`config.mk`:
```
export PLATFORM = sky130hd
export DESIGN_NAME = pipelined_addsub
export DESIGN_NICKNAME = d
export VERILOG_FILES = /design/src/rtl/pipelined_addsub_pkg.sv /design/src/rtl/pipelined_addsub_adder_segment.sv /design/src/rtl/pipelined_addsub.sv
export SDC_FILE = /design/constraint.sdc
export NUM_CORES = 1
export LEC_CHECK = 0
export CAP_MARGIN = 30
export CORE_ASPECT_RATIO = 1.5
export CORE_MARGIN = 2
export CORE_UTILIZATION = 30
export CTS_CLUSTER_SIZE = 16
export DETAILED_ROUTE_END_ITERATION = 10
export PLACE_DENSITY = 0.58
export SLEW_MARGIN = 20
export SYNTH_ARGS = -nofsm -noshare
export SYNTH_HDL_FRONTEND = slang
export SYNTH_SLANG_ARGS = --single-unit
```
`constraint.sdc`:
```
create_clock -name clk_i -period 2 [get_ports clk_i]
set_input_delay 0.6 -clock clk_i [delete_from_list [all_inputs] [get_ports clk_i]]
set_output_delay 0.6 -clock clk_i [all_outputs]
set_load 0.05 [all_outputs]
```
`src/rtl/pipelined_addsub_pkg.sv`:
```
// Shared definitions for the carry-segmented add/subtract datapath blocks.
package addsub_pkg;

  localparam logic OP_ADD = 1'b0;
  localparam logic OP_SUB = 1'b1;

  // Width of one carry segment; guarded so a bad STAGES value reaches the
  // elaboration check instead of dividing by zero.
  function automatic int seg_width(input int width, input int stages);
    return (stages > 0) ? (width / stages) : width;
  endfunction

endpackage

```
`src/rtl/pipelined_addsub_adder_segment.sv`:
```
// One carry segment: SEG_W-bit adder with carry-in, carry-out and carry into its MSB.
module adder_segment #(
  parameter int SEG_W = 4
) (
  input  logic [SEG_W-1:0] a,
  input  logic [SEG_W-1:0] b,
  input  logic             cin,
  output logic [SEG_W-1:0] sum,
  output logic             cout,
  output logic             cmsb
);

  logic [SEG_W:0] full_s;

  assign full_s = {1'b0, a} + {1'b0, b} + {{SEG_W{1'b0}}, cin};
  assign sum    = full_s[SEG_W-1:0];
  assign cout   = full_s[SEG_W];
  // Carry into the MSB recovered from the MSB sum bit and its operands.
  assign cmsb   = a[SEG_W-1] ^ b[SEG_W-1] ^ full_s[SEG_W-1];

endmodule

```
`src/rtl/pipelined_addsub.sv`:
```
// WIDTH-bit add/subtract split into STAGES carry segments with registered
// carries, operand skew and result deskew; result valid STAGES cycles later.
`ifndef WIDTH
`define WIDTH 16
`endif

module pipelined_addsub
  import addsub_pkg::*;
#(
  parameter int WIDTH           = `WIDTH,
  parameter int STAGES          = 4,
  parameter bit VALID_IS_ENABLE = 1'b1
) (
  input  logic             clk_i,
  input  logic             rstn,
  input  logic [WIDTH-1:0] a_i,
  input  logic [WIDTH-1:0] b_i,
  input  logic             sub_i,
  input  logic             valid_i,
  output logic [WIDTH-1:0] sum_o,
  output logic             c_o,
  output logic             ovf_o,
  output logic             valid_o
);

  localparam int SEG_W = seg_width(WIDTH, STAGES);

  if (STAGES < 1 || (WIDTH % STAGES) != 0) begin : g_bad_cfg
    $fatal(1, "pipelined_addsub: STAGES must be >= 1 and divide WIDTH");
  end

  // Subtract as A + ~B + 1: inversion and carry-in both applied at entry.
  logic [WIDTH-1:0] b_eff_s;
  logic             cin0_s;

  assign b_eff_s = (sub_i == OP_ADD) ? b_i : ~b_i;
  assign cin0_s  = (sub_i == OP_SUB);

  for (genvar k = 0; k < STAGES; k++) begin : stg
    logic [SEG_W-1:0]         a_seg_s;
    logic [SEG_W-1:0]         b_seg_s;
    logic [SEG_W-1:0]         s_seg_s;
    logic                     cin_s;
    logic                     vin_s;
    logic                     load_s;
    logic                     cout_s;
    logic                     cmsb_s;
    logic [(k+1)*SEG_W-1:0]   sum_d_s;
    logic                     vld_r;
    logic                     cy_r;
    logic [(k+1)*SEG_W-1:0]   sum_r;

    if (k == 0) begin : src
      assign a_seg_s = a_i[SEG_W-1:0];
      assign b_seg_s = b_eff_s[SEG_W-1:0];
      assign cin_s   = cin0_s;
      assign vin_s   = valid_i;
      assign sum_d_s = s_seg_s;
    end else begin : src
      assign a_seg_s = stg[k-1].mid.a_r[SEG_W-1:0];
      assign b_seg_s = stg[k-1].mid.b_r[SEG_W-1:0];
      assign cin_s   = stg[k-1].cy_r;
      assign vin_s   = stg[k-1].vld_r;
      assign sum_d_s = {s_seg_s, stg[k-1].sum_r};
    end

    assign load_s = !VALID_IS_ENABLE || vin_s;

    adder_segment #(.SEG_W(SEG_W)) u_seg (
      .a    (a_seg_s),
      .b    (b_seg_s),
      .cin  (cin_s),
      .sum  (s_seg_s),
      .cout (cout_s),
      .cmsb (cmsb_s)
    );

    // Valid always shifts; carry and accumulated lower slices load on enable.
    always_ff @(posedge clk_i or negedge rstn) begin
      if (!rstn) begin
        vld_r <= 1'b0;
        cy_r  <= 1'b0;
        sum_r <= '0;
      end else begin
        vld_r <= vin_s;
        if (load_s) begin
          cy_r  <= cout_s;
          sum_r <= sum_d_s;
        end
      end
    end

    if (k < STAGES-1) begin : mid
      localparam int UP_W = WIDTH - (k+1)*SEG_W;
      logic [UP_W-1:0] a_d_s;
      logic [UP_W-1:0] b_d_s;
      logic [UP_W-1:0] a_r;
      logic [UP_W-1:0] b_r;
      logic            cmsb_unused;

      // Only the top segment's MSB carry matters for overflow.
      assign cmsb_unused = cmsb_s;

      if (k == 0) begin : up
        assign a_d_s = a_i[WIDTH-1:SEG_W];
        assign b_d_s = b_eff_s[WIDTH-1:SEG_W];
      end else begin : up
        assign a_d_s = stg[k-1].mid.a_r[WIDTH-k*SEG_W-1:SEG_W];
        assign b_d_s = stg[k-1].mid.b_r[WIDTH-k*SEG_W-1:SEG_W];
      end

      // Skew registers carry the not-yet-added upper operand slices.
      always_ff @(posedge clk_i or negedge rstn) begin
        if (!rstn) begin
          a_r <= '0;
          b_r <= '0;
        end else if (load_s) begin
          a_r <= a_d_s;
          b_r <= b_d_s;
        end
      end
    end else begin : last
      logic ovf_r;

      // Signed overflow: carry into MSB differs from carry out of MSB.
      always_ff @(posedge clk_i or negedge rstn) begin
        if (!rstn) begin
          ovf_r <= 1'b0;
        end else if (load_s) begin
          ovf_r <= cout_s ^ cmsb_s;
        end
      end
    end
  end

  assign sum_o   = stg[STAGES-1].sum_r;
  assign c_o     = stg[STAGES-1].cy_r;
  assign ovf_o   = stg[STAGES-1].last.ovf_r;
  assign valid_o = stg[STAGES-1].vld_r;

endmodule

```
; ---- Word level (Yosys, flattened, before mapping)
; Index checks and enable logic that the tools add are counted.
[word_totals]
wordCells = 32
register_bits = 97
inputBits = 36
out_inout_bits = 19
[op_classes]
mux = 1
bitwise_logic = 4
add_sub_neg = 8
[op_table]
columns = cell, n
row1 = adder 4 x 4 -> 5 bit, 4
row2 = adder 5 x 1 -> 5 bit, 4
row3 = two-way mux 16 bit, 1
row4 = inverter 16 bit, 1
row5 = XOR 1 bit, 3

; ---- Longest topological paths before layout
[logic_depth]
ltp_word = 4
mapped_depth = 8
depth_no_buf = 7

; ---- Cells and area by module
; Synthesis repeated with hierarchy kept, for this count alone.
[unflattened]
hier_cells = 302
area_unflattened_um2 = 4415.5
[modules_own_cells]
columns = module, seq_area_each_um2, area_each_um2, cells_per_inst, n_inst
row1 = pipelined_addsub, 2427.3, 3849.9, 234, 1
row2 = adder_segment, 0.0, 141.4, 17, 4

; ---- Least setup slack after synthesis
; No wires, ideal clock.
[synth_timing]
path_type = in2reg
startpoint = input port sub_i
endpoint = register stg[0].sum_r[3]
path_buffers = 2
stages = 8
t_arrival_ns = 2.106
setup_slack_ns = -0.232
path_cell_list = buf_6 > buf_2 > xor2_1 > ha_1 > a21o_1 > a31oi_4 > xnor2_1 > mux2_4
[synth_between]
elab_chain_cells = 3
[synth_rtl]
columns = item, line
row1 = from (decl), pipelined_addsub.sv:18  ; input logic sub_i,
row2 = two-way mux 16 bit, pipelined_addsub.sv:36  ; assign b_eff_s = (sub_i == OP_ADD) ? b_i : ~b_i;
row3 = adder 4 x 4 -> 5 bit, pipelined_addsub_adder_segment.sv:15  ; assign full_s = {1'b0, a} + {1'b0, b} + {{SEG_W{1'b0}}, cin};
row4 = adder 5 x 1 -> 5 bit (*), pipelined_addsub_adder_segment.sv:15
row5 = to (signal assigned), pipelined_addsub.sv:88  ; sum_r <= sum_d_s;
row6 = to (decl), pipelined_addsub.sv:51  ; logic [(k+1)*SEG_W-1:0] sum_r;
; Every way passes the cells marked *; elsewhere a longest branch is shown, timed or not.
; A chain may end at the register's enable or synchronous reset.

; ---- Worst setup path in the final report
[layout_timing]
startpoint = input port b_i[2]
endpoint = register stg[0].sum_r[3]
[layout_between]
elab_chain_cells = 4
[layout_rtl]
columns = item, line
row1 = from (decl), pipelined_addsub.sv:17  ; input logic [WIDTH-1:0] b_i,
row2 = inverter 16 bit, pipelined_addsub.sv:36
row3 = two-way mux 16 bit (*), pipelined_addsub.sv:36
row4 = adder 4 x 4 -> 5 bit (*), pipelined_addsub_adder_segment.sv:15
row5 = adder 5 x 1 -> 5 bit (*), pipelined_addsub_adder_segment.sv:15
; Marked as above.

==> flow_summary_export.csv <==
group,metric,value,unit
cells_and_area,instances_no_fill,527,
sta,tightestPinTransition,0.5224,ns
sta,rsz0062_at_grt,"false",
cells_and_area,final_common_cell,"dfrtp_1",
worst_setup_path,reg2reg_slack,0.13,ns
worst_setup_path,max_stage_delay,0.48,ns
cells_and_area,seqCellArea,2427,um^2
global_routing,grt_pass1_vias,2629,
worst_setup_path,cp_num_cells,7,
clock_tree,numClockSinks,97,
sta,final-hold-violation-count,0,
worst_setup_path,worstRegToRegCells,5,
pwr,powerDensity,1262,nW/um^2
floorplanning,rows,52,
global_routing,track_usage,10.72,%
floorplanning,die_area,14840,um^2
yosys,synth_fp_nets,349,
sta,fmax,508.2,MHz
detailed_routing,drc_errors,0,
yosys,seq_area_frac_synth,58.36,%
yosys,synthCells,294,
clock_tree,cts.clk_slew.worst_paths,0.06,ns
detailed_routing,via_count,2361,
worst_setup_path,path_buf_inv,1,
flow_run,cap_violations,0,
clock_tree,cts_tree,"done",
clock_tree,numCtsBuffers,9,
sta,tns,0,ns
detailed_routing,wire_per_inst,13.63,um
outcome,status,"complete, no violations",
place,place_congestion,0.7536,
global_routing,grt_max_degree,46,
worst_setup_path,r2r_start,"stg[1].cy_r",
cells_and_area,final_cell_mix,"dfrtp_1, mux2_2, buf_4",
floorplanning,die_h,148.2,um
worst_setup_path,arrival,2.18,ns
global_routing,antenna_found_initial,0,
worst_setup_path,crit_type,"in2reg",
yosys,ys_types,20,
clock_tree,clock_path_buffers,2,
sta,relSlewSlack,65.18,%
place,numPlacedInstances,511,
sta,post-route-period-util,98.39,%
sta,slew_viol_final,0,
worst_setup_path,path_cells,"clkdlybuf4s50_1 -> xor2_1 -> ha_1 -> a21o_1 -> a31oi_4 -> xnor2_1 -> mux2_4",
sta,period_minus_slack,1.968,ns
floorplanning,core-area,13530,um^2
sta,clock-skew-final,0.004861,ns
worst_setup_path,cp_top_family,"buffers and inverters",
sta,setup_viol,0,
clock_tree,cts_hold_buf,0,
worst_setup_path,cp_max_fo,2,
worst_setup_path,slowest_stage,"clkdlybuf4s50_1",
cells_and_area,fin_nets,415,
floorplanning,start_util,30.73,%
cells_and_area,num-fill-cells,1321,
yosys,syn_area,4159,um^2
yosys,ys_ff_latch,97,
worst_setup_path,reg2reg_to,"stg[2].cy_r",
place,io_buffers,54,
clock_tree,clk_latency,0.33,ns
cells_and_area,area_delta_synth_final,26.50,%
cells_and_area,utilization,38.88,%
cells_and_area,multi_input_area,1648,um^2
floorplanning,die_w,100.1,um
global_routing,grt_pass1_wl,12700,um
yosys,synth_warnings,0,
cells_and_area,drive_gt1_share,33.97,%
worst_setup_path,cp-end-kind,"flip-flop",
detailed_routing,dr.pass1.iters,4,
detailed_routing,viasPerCell,4.480,
worst_setup_path,critPathLaunchType,"input port",
floorplanning,io_pins,55,
yosys,avgSynthCellArea,14.15,um^2
cells_and_area,fin_area,5261,um^2
min_path,hold_path.class,"in2async",
detailed_routing,drt-total-wl,7183,um
place,dp_hpwl,5426,um
pwr,power.leakage,2.258,nW
cells_and_area,diodes,0,
detailed_routing,drt-initial-drc-count,78,
sta,holdWs,0.2451,ns
global_routing,grt_overflow,0,
place,placed_area,4930,um^2
clock_tree,post_cts_buffers,0,
pwr,vdd_ir_drop_max,526.6,uV
clock_tree,htree_levels,3,
clock_tree,clockRootBuffer,"clkbuf_16",
worst_setup_path,cp.required,2.22,ns
detailed_routing,final_antenna_net_count,0,
## through the flow
stage | setup WS (ns) | total power, mW
floorplan | -0.1362 | 4.196
global placement | -0.4110 | 4.816
detailed placement | -0.4730 | 4.886
CTS | 0.01567 | 6.749
global route | 0.002282 | 7.029
finish | 0.03215 | 6.640
## flip-flops by register name, indices dropped and copies added, names as in the netlist
register and count:
sum_o 16, c_o 1, stg.mid.b_r 24, ovf_o 1
stg.sum_r 24, valid_o 1, stg.cy_r 3, stg.mid.a_r 24
stg.vld_r 3
## cell families after synthesis
| group | count (synthesis) | share of synthesized area (%) |
|---|---|---|
| flops | 97 | 58.36 |
| mux | 72 | 19.65 |
| compound gates | 37 | 5.265 |
| xor+xnor | 25 | 5.265 |
| simple gates | 25 | 2.317 |
| buf+inv | 19 | 2.166 |
| fa+ha+maj | 19 | 6.979 |
## repair_timing
item                       in CTS  in global routing
pin swaps                       0                  2
setup endpoints to repair       2                  2
resized for setup               2                  2
cloned                          0                  0
## metal layers
metal	global-route usage, %	share of wire, %
met1	12.79	43
met2	18.15	52
met3	1.833	2.5
met4	5.959	2.6
met5	0	0
## power breakdown
group | switching (mW) | total (mW) | internal, mW | leakage, nW
sequential | 0.302 | 2.78 | 2.48 | 1.12
clock | 0.664 | 1.83 | 1.17 | 0.157
combinational | 1.13 | 2.03 | 0.903 | 0.985
## area by class of cell
class / count / share of cell area, %
Sequential cell: 97 / 46.14
Multi-Input combinational cell: 178 / 31.32
Timing Repair Buffer: 70 / 12.25
Clock buffer: 14 / 5.018
Tap cell: 162 / 3.853
Clock inverter: 2 / 1.141
Inverter: 4 / 0.2854
## cells in the mapped netlist (all sizes together)
master	number	share of area, %
a21oi	27	3.2
xor2	4	0.84
o21ai	2	0.24
nor2	22	2.0
buf	11	1.4
nand2	2	0.18
ha	12	3.6
a21o	7	1.3
clkbuf	4	0.36
mux2	71	19
a31oi	1	0.51
fa	7	3.4
inv	4	0.36
dfrtp	97	58
xnor2	21	4.4
nand2b	1	0.15
mux2i	1	0.24
## worst max path at each step
stage                      endpoint    from  slack, ns
finish              stg[0].sum_r[3]  b_i[2]       0.03
detailed placement  stg[0].sum_r[3]   sub_i      -0.47
CTS                 stg[0].sum_r[3]  b_i[2]       0.02
global route        stg[0].sum_r[3]  b_i[2]      0.002
floorplan           stg[0].sum_r[3]   sub_i      -0.14
global placement    stg[0].sum_r[3]   sub_i      -0.41
Power figures use the tool's default switching activity.
